File: src/rtl/pipe_pkg.sv
// rtl/pipe_pkg.sv - shared pipeline-register constants and occupancy state enum
//
// Purpose: definitions common to the IF/ID, ID/EX and EX/MEM stage registers.
//   NOP_INSTR_RV32 : RV32 canonical NOP (addi x0,x0,0)
//   stage_state_t  : stage occupancy {EMPTY, FULL, SKID}
package pipe_pkg;

    localparam logic [31:0] NOP_INSTR_RV32 = 32'h0000_0013;

    typedef enum logic [1:0] {
        EMPTY = 2'd0,   // main register invalid
        FULL  = 2'd1,   // main valid, skid entry empty
        SKID  = 2'd2    // main and skid entry both valid
    } stage_state_t;

endpackage

File: src/rtl/pipe_skid_buf.sv
// rtl/pipe_skid_buf.sv - generic data-width skid entry for pipeline registers
//
// Purpose: holds one overflow beat while the downstream stage stalls.
//   Validity is tracked by the owning stage's state machine, so this module
//   holds data only.
// Ports:
//   i_clk   : clock, rising edge
//   i_rst   : synchronous active-high reset
//   i_load  : capture i_data at the next edge
//   i_data  : beat to capture
//   o_data  : captured beat
module pipe_skid_buf #(
    parameter int W = 64
) (
    input  logic         i_clk,
    input  logic         i_rst,
    input  logic         i_load,
    input  logic [W-1:0] i_data,
    output logic [W-1:0] o_data
);

    logic [W-1:0] r_data;

    always_ff @(posedge i_clk) begin
        if (i_rst) begin
            r_data <= '0;
        end else if (i_load) begin
            r_data <= i_data;
        end
    end

    assign o_data = r_data;

endmodule

File: src/rtl/if_id_stage_reg.sv
// rtl/if_id_stage_reg.sv - IF/ID pipeline register with valid/ready handshake and flush bubble
//
// Purpose: carries PC and instruction from fetch to decode. A decode stall
//   backpressures fetch without losing an instruction; flush inserts a NOP
//   bubble and keeps the flush-cycle PC on pc_out for trace.
// Configuration macro: IF_ID_SKID_EN
//   defined   : 2-entry (main + skid) buffer, registered in_ready
//   undefined : single register, in_ready = !out_valid || out_ready
// Ports:
//   clk, rst                 : clock (rising edge), synchronous active-high reset
//   flush                    : discard held and incoming instructions this cycle
//   in_valid/in_ready        : fetch-side handshake
//   pc_in, instruction_in    : fetch-side payload
//   out_valid/out_ready      : decode-side handshake
//   pc_out, instruction_out  : decode-side payload (NOP when out_valid=0)
//   bubble                   : current output is a flush-generated NOP
module if_id_stage_reg
    import pipe_pkg::*;
#(
    parameter int          PC_W      = 32,
    parameter int          INSTR_W   = 32,
    parameter logic [31:0] NOP_INSTR = NOP_INSTR_RV32
) (
    input  logic               clk,
    input  logic               rst,
    input  logic               flush,
    input  logic               in_valid,
    output logic               in_ready,
    input  logic [PC_W-1:0]    pc_in,
    input  logic [INSTR_W-1:0] instruction_in,
    output logic               out_valid,
    input  logic               out_ready,
    output logic [PC_W-1:0]    pc_out,
    output logic [INSTR_W-1:0] instruction_out,
    output logic               bubble
);

    localparam logic [INSTR_W-1:0] L_NOP = INSTR_W'(NOP_INSTR);

    stage_state_t       r_state;
    stage_state_t       w_next_state;
    logic               r_out_valid;
    logic [PC_W-1:0]    r_pc;
    logic [INSTR_W-1:0] r_instr;
    logic               r_bubble;

    logic w_in_ready;
    logic w_in_fire;
    logic w_out_fire;
    logic w_load_main;

    assign w_in_fire  = in_valid && w_in_ready;
    assign w_out_fire = r_out_valid && out_ready;
    // Main takes new input only when it is free or being drained this cycle.
    assign w_load_main = w_in_fire && ((r_state == EMPTY) || w_out_fire);

    always_comb begin
        w_next_state = r_state;
        if (flush) begin
            w_next_state = EMPTY;
        end else begin
            case (r_state)
                EMPTY: if (w_in_fire) w_next_state = FULL;
                // Without the skid entry an input in FULL implies out_ready,
                // so the SKID branch is unreachable in that build.
                FULL: begin
                    if (w_in_fire && !w_out_fire)      w_next_state = SKID;
                    else if (!w_in_fire && w_out_fire) w_next_state = EMPTY;
                end
                SKID:    if (w_out_fire) w_next_state = FULL;
                default: w_next_state = EMPTY;
            endcase
        end
    end

`ifdef IF_ID_SKID_EN
    logic                       r_in_ready;
    logic                       w_skid_load;
    logic                       w_load_from_skid;
    logic [PC_W+INSTR_W-1:0]    w_skid_data;

    assign w_skid_load      = w_in_fire && (r_state == FULL) && !out_ready;
    assign w_load_from_skid = (r_state == SKID) && w_out_fire;
    assign w_in_ready       = r_in_ready;

    always_ff @(posedge clk) begin
        if (rst) begin
            r_in_ready <= 1'b1;
        end else begin
            r_in_ready <= (w_next_state != SKID);
        end
    end

    pipe_skid_buf #(
        .W (PC_W + INSTR_W)
    ) u_skid (
        .i_clk  (clk),
        .i_rst  (rst),
        .i_load (w_skid_load),
        .i_data ({pc_in, instruction_in}),
        .o_data (w_skid_data)
    );
`else
    assign w_in_ready = !r_out_valid || out_ready;
`endif

    always_ff @(posedge clk) begin
        if (rst) begin
            r_state     <= EMPTY;
            r_out_valid <= 1'b0;
            r_pc        <= '0;
            r_instr     <= L_NOP;
            r_bubble    <= 1'b0;
        end else begin
            r_state     <= w_next_state;
            r_out_valid <= (w_next_state != EMPTY);
            if (flush) begin
                // Flush-cycle PC is kept for debug/trace; input is dropped.
                r_pc     <= pc_in;
                r_instr  <= L_NOP;
                r_bubble <= 1'b1;
            end else begin
                if (w_in_fire) begin
                    r_bubble <= 1'b0;
                end
                if (w_load_main) begin
                    r_pc    <= pc_in;
                    r_instr <= instruction_in;
                end
`ifdef IF_ID_SKID_EN
                else if (w_load_from_skid) begin
                    {r_pc, r_instr} <= w_skid_data;
                end
`endif
                else if (w_out_fire) begin
                    // Drained to empty: show NOP, keep last PC.
                    r_instr <= L_NOP;
                end
            end
        end
    end

    assign in_ready        = w_in_ready;
    assign out_valid       = r_out_valid;
    assign pc_out          = r_pc;
    assign instruction_out = r_instr;
    assign bubble          = r_bubble;

endmodule

File: config.mk
export PLATFORM = sky130hd
export DESIGN_NAME = if_id_stage_reg
export DESIGN_NICKNAME = d
export VERILOG_FILES = /design/src/rtl/pipe_pkg.sv /design/src/rtl/pipe_skid_buf.sv /design/src/rtl/if_id_stage_reg.sv
export SDC_FILE = /design/constraint.sdc
export NUM_CORES = 1
export LEC_CHECK = 0
export BUFFER_PORTS_ARGS = -buffer_cell sky130_fd_sc_hd__buf_2
export CAP_MARGIN = 30
export CORE_MARGIN = 2
export CORE_UTILIZATION = 30
export CTS_CLUSTER_SIZE = 25
export DETAILED_ROUTE_END_ITERATION = 6
export GPL_ROUTABILITY_DRIVEN = 0
export SLEW_MARGIN = 10
export SYNTH_ARGS = -nofsm -noshare
export SYNTH_HDL_FRONTEND = slang
export SYNTH_SLANG_ARGS = --single-unit
File: constraint.sdc
create_clock -name clk -period 1.8 [get_ports clk]
set_input_delay 0.18 -clock clk [delete_from_list [all_inputs] [get_ports clk]]
set_output_delay 0.18 -clock clk [all_outputs]
set_load 0.01 [all_outputs]
==> key figures, run 1 <==
Synth
  – Synth top cells by count: dfxtp_1, a21oi_1, nand4_1, o21ai_1, o31ai_1
  – Mapped Area: 0.003025 mm^2
  – Count of synthesis-stage warnings from yosys: 0
  – Primary FF master, synth: dfxtp_1
  – Syn Nets: 397
  – Most frequent cell after synthesis: dfxtp_1
  – EDFF count, synth: 0
  – Avg Cell Area, Syn: 9.224 um^2
  – Post-synthesis sequential area ratio: 45.00%
  – Yosys cell types: 31
  – Synth top area share: 45.00%
  – Cell taking the most area after synthesis: dfxtp_1
  – Yosys reg bits: 68
  – Area contributors post-synth: dfxtp_1, a21oi_1, o31ai_1
  – Synth async-reset ratio: 0%
  – Synthesized netlist cell count: 328

Global route
  – Largest net degree at the start of global routing: 39
  – GR Overflow Total: 0
  – Global-route wire length before repair: 13790 um
  – Initial antenna violation count: 0
  – Total GRT Usage: 15.46%
  – Vias in the first global route: 2878

Layout
  – Sequential Area: 0.001361 mm^2
  – Fillcell total: 1058
  – Area delta synth->final: 25.56%
  – Multi-input gate area: 0.001275 mm^2
  – Nets: 514
  – Final Core Density: 38.86%
  – Final Cell Area: 0.003799 mm^2
  – Antenna diode count: 0
  – Fraction of layout cells with a size suffix above 1: 38.67%
  – Finished Layout Cells: 583

Clocking
  – CTS Hold Buffers Added: 0
  – CTS tree: built
  – Clock tree sinks: 68
  – Setup repair bufs after CTS: 0
  – Htree depth: 3
  – Post-CTS sizing: 0
  – Insertion delay to the later sink of the worst-skew pair: 0.33 ns
  – Worst-path clk slew: 0.07 ns
  – CTS root buf: clkbuf_8
  – Maximum clock path buffer count: 2
  – CTS Buf Count: 9

Timing
  – TNS Setup: 0 ns
  – Hold Violations, Final: 0
  – Fmax achieved: 0.6187 GHz
  – Slew Viols, Final: 0
  – Relative slew margins: 51.55%
  – Clock Skews: 0.005338 ns
  – Worst setup margin: 0.1838 ns
  – Crit share post-route: 89.79%
  – Final setup violation count: 0
  – Unrepaired setup endpoints after global routing: no
  – Final Critical Period: 1.616 ns
  – WHS: 0.09345 ns
  – Pin slew with the least headroom to its limit: 0.7268 ns

Critical path
  – CP required: 2.01 ns
  – Worst Setup Start Kind: flop
  – CP Class: flop to flop
  – WP data arrival: 1.83 ns
  – Critical path capture point type: flop
  – Worst Path Max Fanout: 33

Placement
  – Pre-CTS WS: 0.1878 ns
  – Placed cell area: 0.003636 mm^2
  – DP Wirelength: 5534 um
  – # port buffers: 135
  – Placed Instances: 567

Drt
  – DRC: 0
  – Via count: 2963
  – Via density per instance: 5.082
  – Final wirelength: 8434 um
  – Routed len/inst: 14.47 um
  – TritonRoute pass-1 iters: 4
  – Iter 0 DRT Violations: 145
  – Antenna viol nets, final: 0

Power
  – Leakage Power: 1.611 nW
  – PD cells: 850.9 mW/mm^2
  – Worst VDD drop: 0.2714 mV
  – Pwr Total: 3.232 mW

Die
  – I/O pins: 136
  – Initial core utilization: 30.95%
  – # rows: 36
  – Die area: 0.01090 mm^2
  – Die Wd: 104.4 um
  – Core area: 0.009774 mm^2
  – Chip height: 104.4 um

Flow run
  – Max cap viols: 0

Run status
  – Status: finished clean

Min path
  – Hold Path Class: primary input to flop
## layer usage
metal / routed length [um] / GRT usage [%] / part of all wire [%] / vias to the layer above
li1: - / - / - / 1461
met1: 3876 / 19.13 / 46 / 1395
met2: 3848 / 25.30 / 46 / 102
met3: 636 / 5.388 / 7.5 / 5
met4: 72 / 4.537 / 0.85 / 0
met5: 0 / 0 / 0 / -
## flip-flops by register name, indices dropped and copies added, names as in the netlist
signal and cells:
instruction_out 32, pc_out 32, r_state 2, bubble 1, out_valid 1
## cell usage in the layout, fill, tap and decap left out, types with 3 or more instances in the layout
cell type / instances
a21oi_2: 6
a21oi_1: 58
nand3_1: 30
clkbuf_1: 4
a211oi_1: 3
buf_4: 12
o21ai_1: 32
o31ai_1: 32
nand4_1: 32
nor3_1: 3
buf_12: 3
dfxtp_1: 68
buf_2: 135
clkbuf_8: 10
## worst max-delay path: stages, from the launching register on
cell,delay [ns]
dfxtp_1,0.31
or4b_2,0.68
buf_4,0.28
a21oi_1,0.16
o21ai_1,0.07
## report_power, final
| part | total (mW) | switching (mW) | internal [mW] |
|---|---|---|---|
| registers | 1.62 | 0.0383 | 1.58 |
| logic | 0.525 | 0.305 | 0.220 |
| clock network | 1.09 | 0.549 | 0.537 |
| total | 3.23 | 0.893 | 2.34 |
## path summary, 6_finish.rpt
| kind | cells after the start | endpoint | slack [ns] | startpoint |
|---|---|---|---|---|
| min | 3 | instruction_out[4] | 0.09 | instruction_in[4] |
| min reg2reg | 2 | instruction_out[2] | 0.46 | instruction_out[2] |
| max reg2reg | 4 | instruction_out[1] | 0.18 | r_state[0] |
| max | 4 | instruction_out[1] | 0.18 | r_state[0] |
## logic make-up (layout without fill, tap and decap cells)
group	after synthesis	count (layout)	synth area share (%)
and+or+nand+nor	76	76	15.01
buffers and inverters	46	168	12.90
DFF	68	68	45.00
AOI/OAI and AO/OA	138	138	27.09
## cell type report
| cell class | count | share of cell area [%] |
|---|---|---|
| Inverter | 2 | 0.1976 |
| Clock inverter | 2 | 0.2635 |
| Timing Repair Buffer | 150 | 21.74 |
| Multi-Input combinational cell | 214 | 33.56 |
| Sequential cell | 68 | 35.84 |
| Clock buffer | 14 | 4.018 |
| Tap cell | 133 | 4.381 |
No activity file was read; power rests on OpenSTA's default activity.
==> run 2, diff against run 1 <==
CORE_MARGIN = unset   (was 2)
==> run 2 against run 1 <==
- die area shrank 3.8%
- flip-flop and latch count is the same
- cell count is the same
- clock power grew 34%
- global-route usage grew 0.97 points
- combinational power grew 1%
- sequential share of layout area shrank 0.77 points
- fmax grew 0.89%
- hold slack lost 0.0051 ns
- wire length grew 2.1%
==> key figures, run 2 (same netlist as run 1, synthesis figures left out) <==
Layout
  – Final Core Density: 39.72% (+0.86 points)
  – Nets: 514 (unchanged)
  – Fillcell total: 1030 (-2.6%)
  – Sequential Area: 0.001361 mm^2 (unchanged)
  – Multi-input gate area: 0.001275 mm^2 (unchanged)
  – Antenna diode count: 0 (unchanged)
  – Area delta synth->final: 28.33%
  – Commonest cells after routing, fill and taps aside: buf_2, dfxtp_1, a21oi_1
  – Commonest non-fill, non-tap cell in the layout: buf_2
  – Fraction of layout cells with a size suffix above 1: 39.56% (+0.89 points)

Global route
  – Global-route wire length before repair: 13480 um (-2.3%)
  – GR Overflow Total: 0 (unchanged)
  – Vias in the first global route: 2829 (-1.7%)
  – Total GRT Usage: 16.43% (+0.97 points)
  – Initial antenna violation count: 0 (unchanged)
  – Largest net degree at the start of global routing: 62 (+59%)

Die
  – Core area: 0.009774 mm^2 (unchanged)
  – Die area: 0.01049 mm^2 (-3.8%)
  – # rows: 36 (unchanged)
  – Chip height: 102.4 um (-1.9%)
  – Initial core utilization: 30.95% (unchanged)
  – Die Wd: 102.4 um (-1.9%)
  – I/O pins: 136 (unchanged)

Power
  – Sw Ratio: 26.12% (-1.5 points)
  – Worst VDD drop: 0.3693 mV (+36%)
  – Leakage Power: 1.651 nW (+2.5%)
  – PD cells: 929.8 mW/mm^2 (+9.3%)
  – Sw Pwr: 943.0 uW (+5.6%)
  – Clock power frac: 40.4% (+6.8 points)
  – Pwr Total: 3.610 mW (+12%)
  – Combinational share of power: 14.7% (-1.6 points)
  – P_int: 2.667 mW (+14%)
  – Sequential share of power: 44.9% (-5.2 points)

Critical path
  – WP data arrival: 1.78 ns (-0.05 ns)
  – Critical path capture point type: flop
  – Worst-case reg-to-reg path depth: 4 (unchanged)
  – CP required: 1.98 ns (-0.03 ns)
  – Worst Path Max Fanout: 24 (-27%)
  – CP Class: flop to flop
  – Worst Setup Start Kind: flop

Placement
  – DP Wirelength: 5634 um (+1.8%)
  – # port buffers: 135 (unchanged)

Timing
  – TNS Setup: 0 ns (unchanged)
  – Clock Skews: 0.009349 ns (+0.004010 ns)
  – Slew Viols, Final: 0 (unchanged)
  – Relative slew margins: 52.69% (+1.1 points)
  – Hold Violations, Final: 0 (unchanged)
  – Fmax achieved: 0.6242 GHz (+0.89%)
  – Final Critical Period: 1.602 ns (-0.01424 ns)
  – Unrepaired setup endpoints after global routing: no
  – Final setup violation count: 0 (unchanged)
  – Crit share post-route: 89.00% (-0.79 points)
  – Pin slew with the least headroom to its limit: 0.7097 ns (-0.01708 ns)

Run status
  – Status: finished clean

Drt
  – Routed len/inst: 14.77 um (+2.1%)
  – Antenna viol nets, final: 0 (unchanged)
  – DRC: 0 (unchanged)
  – Iter 0 DRT Violations: 105 (-28%)
  – Via density per instance: 5.148 (+1.3%)
  – TritonRoute pass-1 iters: 4 (unchanged)
  – Final wirelength: 8611 um (+2.1%)
  – Via count: 3001 (+1.3%)

Clocking
  – CTS Hold Buffers Added: 0 (unchanged)
  – Post-CTS sizing: 0 (unchanged)
  – CTS root buf: clkbuf_8
  – Setup repair bufs after CTS: 0 (unchanged)
  – CTS tree: built
  – Insertion delay to the later sink of the worst-skew pair: 0.33 ns (about the same)
  – Htree depth: 3 (unchanged)
  – Clock tree sinks: 68 (unchanged)
  – CTS Buf Count: 9 (unchanged)
  – Maximum clock path buffer count: 2 (unchanged)
  – Worst-path clk slew: 0.08 ns (about the same)

Flow run
  – Max cap viols: 0 (unchanged)

Min path
  – Hold Path Class: primary input to flop
  – Hold Crit Depth: 3 (unchanged)
-- run 2: worst max-delay path, stage by stage (launching register included) --
cell	delay [ns]
dfxtp_1	0.31
or4b_2	0.72
buf_4	0.25
nand3_1	0.11
a21oi_1	0.06
-- run 2: per-layer routing --
layer | vias up | global-route usage [%] | part of all wire [%]
met2 | 108 | 28.15 | 47
li1 | 1475 | - | -
met3 | 7 | 4.036 | 6.1
met4 | 0 | 5.714 | 0.52
met1 | 1411 | 19.95 | 46
met5 | - | 0 | 0
-- run 2: layout make-up --
type / count / area share [%]
Clock buffer: 11 / 3.899
Clock inverter: 5 / 2.127
Inverter: 2 / 0.1934
Multi-Input combinational cell: 214 / 32.84
Sequential cell: 68 / 35.06
Tap cell: 133 / 4.286
Timing Repair Buffer: 150 / 21.59
-- run 2: final timing paths --
path | from | end | slack (ns)
max | r_state[0] | instruction_out[16] | 0.20
min reg2reg | pc_out[13] | pc_out[13] | 0.47
max reg2reg | r_state[0] | instruction_out[16] | 0.20
min | instruction_in[0] | instruction_out[0] | 0.09
-- run 2: through the flow --
step	cell area, um^2	instances	setup slack (ns)	hold slack [ns]
CTS	3882	583	0.1956	0.07068
global route	3882	583	0.05839	0.08237
detailed placement	3649	567	0.2020	0.4371
floorplan	3025	328	0.2291	0.3264
finish	3882	583	0.1980	0.08836
global placement	3649	567	0.2139	0.4174
-- run 2: power groups by stage --
stage / Combinational, mW / Clock, mW / Sequential [mW]
finish: 0.530 / 1.46 / 1.62
global route: 0.592 / 1.56 / 1.63
CTS: 0.536 / 1.51 / 1.62
detailed placement: 0.535 / 0 / 1.66
global placement: 0.527 / 0 / 1.65
floorplan: 0.313 / 0 / 1.69
==> run 3, diff against run 2 <==
CELL_PAD_IN_SITES_DETAIL_PLACEMENT = 0   (was unset)
CELL_PAD_IN_SITES_GLOBAL_PLACEMENT = 2   (was unset)
CORE_ASPECT_RATIO = 0.8   (was unset)
CORE_UTILIZATION = 26   (was 30)
CTS_CLUSTER_SIZE = unset   (was 25)
PLACE_DENSITY_LB_ADDON = 0.1   (was unset)
==> run 3 against run 2 <==
- critical path depth did not move
- fmax fell by 1.5%
- sequential share of layout area fell by 0.64 points
- non-clock buffer count did not move
==> key figures, run 3 (same netlist as run 1, synthesis figures left out) <==
Clocking
  – Setup repair bufs after CTS: 0 (unchanged)
  – Post-CTS sizing: 0 (unchanged)
  – Maximum clock path buffer count: 2 (unchanged)
  – CTS root buf: clkbuf_16
  – Insertion delay to the later sink of the worst-skew pair: 0.33 ns (about the same)
  – CTS tree: built
  – Clock tree sinks: 68 (unchanged)
  – CTS Buf Count: 9 (unchanged)
  – CTS Hold Buffers Added: 0 (unchanged)
  – Htree depth: 3 (unchanged)
  – Worst-path clk slew: 0.06 ns (-0.02 ns)

Placement
  – Placed cell area: 0.003662 mm^2 (+0.38%)
  – DP Wirelength: 6046 um (+7.3%)
  – # port buffers: 135 (unchanged)

Drt
  – TritonRoute pass-1 iters: 4 (unchanged)
  – Routed len/inst: 16.55 um (+12%)
  – Final wirelength: 9833 um (+14%)
  – Iter 0 DRT Violations: 208 (+98%)
  – Via density per instance: 5.094 (-1.0%)
  – Antenna viol nets, final: 0 (unchanged)
  – Via count: 3026 (+0.83%)
  – DRC: 0 (unchanged)

Layout
  – Fraction of layout cells with a size suffix above 1: 39.56% (unchanged)
  – Commonest non-fill, non-tap cell in the layout: buf_2
  – Antenna diode count: 0 (unchanged)
  – Nets: 514 (unchanged)
  – Area delta synth->final: 30.73%
  – Final Cell Area: 0.003955 mm^2 (+1.9%)
  – Commonest cells after routing, fill and taps aside: buf_2, dfxtp_1, a21oi_1

Critical path
  – Max stage delay on crit path: 0.70 ns (-0.02 ns)
  – CP required: 2.01 ns (+0.03 ns)
  – Worst Setup Start Kind: flop
  – Slowest-stage cell, CP: or4b_2
  – Crit-path leading delay family: simple AND/OR/NAND/NOR gates
  – CP Class: flop to flop
  – CP cell instances: or4b_2 -> buf_12 -> a21oi_1 -> o21ai_1
  – Critical path capture point type: flop
  – WP data arrival: 1.84 ns (+0.06 ns)
  – Worst path bufs/invs: 1 (unchanged)
  – Worst Path Max Fanout: 64 (+170%)

Timing
  – TNS Setup: 0 ns (unchanged)
  – Relative slew margins: 49.69% (-3.0 points)
  – Final setup violation count: 0 (unchanged)
  – Clock Skews: 0.003169 ns (-0.006180 ns)
  – Hold Violations, Final: 0 (unchanged)
  – Fmax achieved: 0.6147 GHz (-1.5%)
  – Crit share post-route: 90.37% (+1.4 points)
  – Unrepaired setup endpoints after global routing: no
  – Slew Viols, Final: 0 (unchanged)
  – Pin slew with the least headroom to its limit: 0.7547 ns (+0.04499 ns)
  – Final Critical Period: 1.627 ns (+0.02470 ns)

Flow run
  – Max cap viols: 0 (unchanged)

Die
  – Chip height: 98.48 um (-3.8%)
  – I/O pins: 136 (unchanged)
  – Die area: 0.01207 mm^2 (+15%)
  – Initial core utilization: 27.25% (-3.7 points)
  – Core area: 0.01110 mm^2 (+14%)
  – # rows: 34 (-5.6%)
  – Die Wd: 122.6 um (+20%)

Power
  – Leakage Power: 1.668 nW (+1.0%)
  – PD cells: 989.0 mW/mm^2 (+6.4%)
  – Worst VDD drop: 0.4691 mV (+27%)

Global route
  – GR Overflow Total: 0 (unchanged)
  – Total GRT Usage: 16.20% (-0.22 points)
  – Vias in the first global route: 2865 (+1.3%)
  – Largest net degree at the start of global routing: 65 (+4.8%)
  – Initial antenna violation count: 0 (unchanged)
  – Global-route wire length before repair: 15170 um (+13%)

Min path
  – Hold Path Class: primary input to flop

Run status
  – Status: finished clean
==> run 3: changes by cell type in the layout (fill, tap and decap cells not counted) <==
cell	delta
clkbuf_8	-11
clkbuf_16	+9
clkinvlp_4	+3
clkinv_2	+2
bufinv_16	-1
clkinv_4	-1
inv_6	-1
==> run 3: cell type report <==
cell class | instances | area [um^2]
Fill cell | 1215 | 7148
Multi-Input combinational cell | 214 | 1275
Sequential cell | 68 | 1361
Timing Repair Buffer | 150 | 838.3
Tap cell | 144 | 180.2
Inverter | 2 | 7.507
Clock inverter | 7 | 67.56
Clock buffer | 9 | 225.2
==> run 3: final timing paths <==
| check | start | to | slack [ns] | depth (start not counted) |
|---|---|---|---|---|
| worst max-delay path | r_state[0] | instruction_out[4] | 0.17 | 4 |
| worst min-delay path | instruction_in[1] | instruction_out[1] | 0.08 | 3 |
| worst max register to register | r_state[0] | instruction_out[4] | 0.17 | 4 |
| worst min register to register | instruction_out[16] | instruction_out[16] | 0.46 | 2 |
==> run 3: layer usage <==
layer / track usage (%) / share of wire [%] / vias up
met5: 0 / 0 / -
met2: 23.90 / 43 / 120
met1: 22.52 / 48 / 1427
li1: - / - / 1469
met4: 4.690 / 1.2 / 0
met3: 5.035 / 7.7 / 10
==> run 3: worst min-delay path: stages <==
cell and delay (ns):
buf_2 0.07, a21oi_1 0.03, o21ai_1 0.09
==> run 3: metrics by stage <==
| stage | setup WS, ns | util [%] | hold slack (ns) | cells | power [mW] |
|---|---|---|---|---|---|
| final | 0.1733 | 35.62 | 0.08493 | 594 | 3.912 |
| after global routing | 0.09553 | 35.62 | 0.1040 | 594 | 4.081 |
| after CTS | 0.1742 | 35.62 | 0.07454 | 594 | 3.960 |
| after detailed placement | 0.1754 | 32.98 | 0.4236 | 578 | 2.204 |
| after global placement | 0.2000 | 32.98 | 0.4205 | 578 | 2.203 |
| after floorplan | 0.2291 | - | 0.3264 | 328 | 2.004 |
==> run 3: power breakdown <==
part	total, mW	internal [mW]	switching, mW
clock network	1.75	1.06	0.681
registers	1.62	1.58	0.0403
logic	0.542	0.222	0.320
total	3.91	2.87	1.04
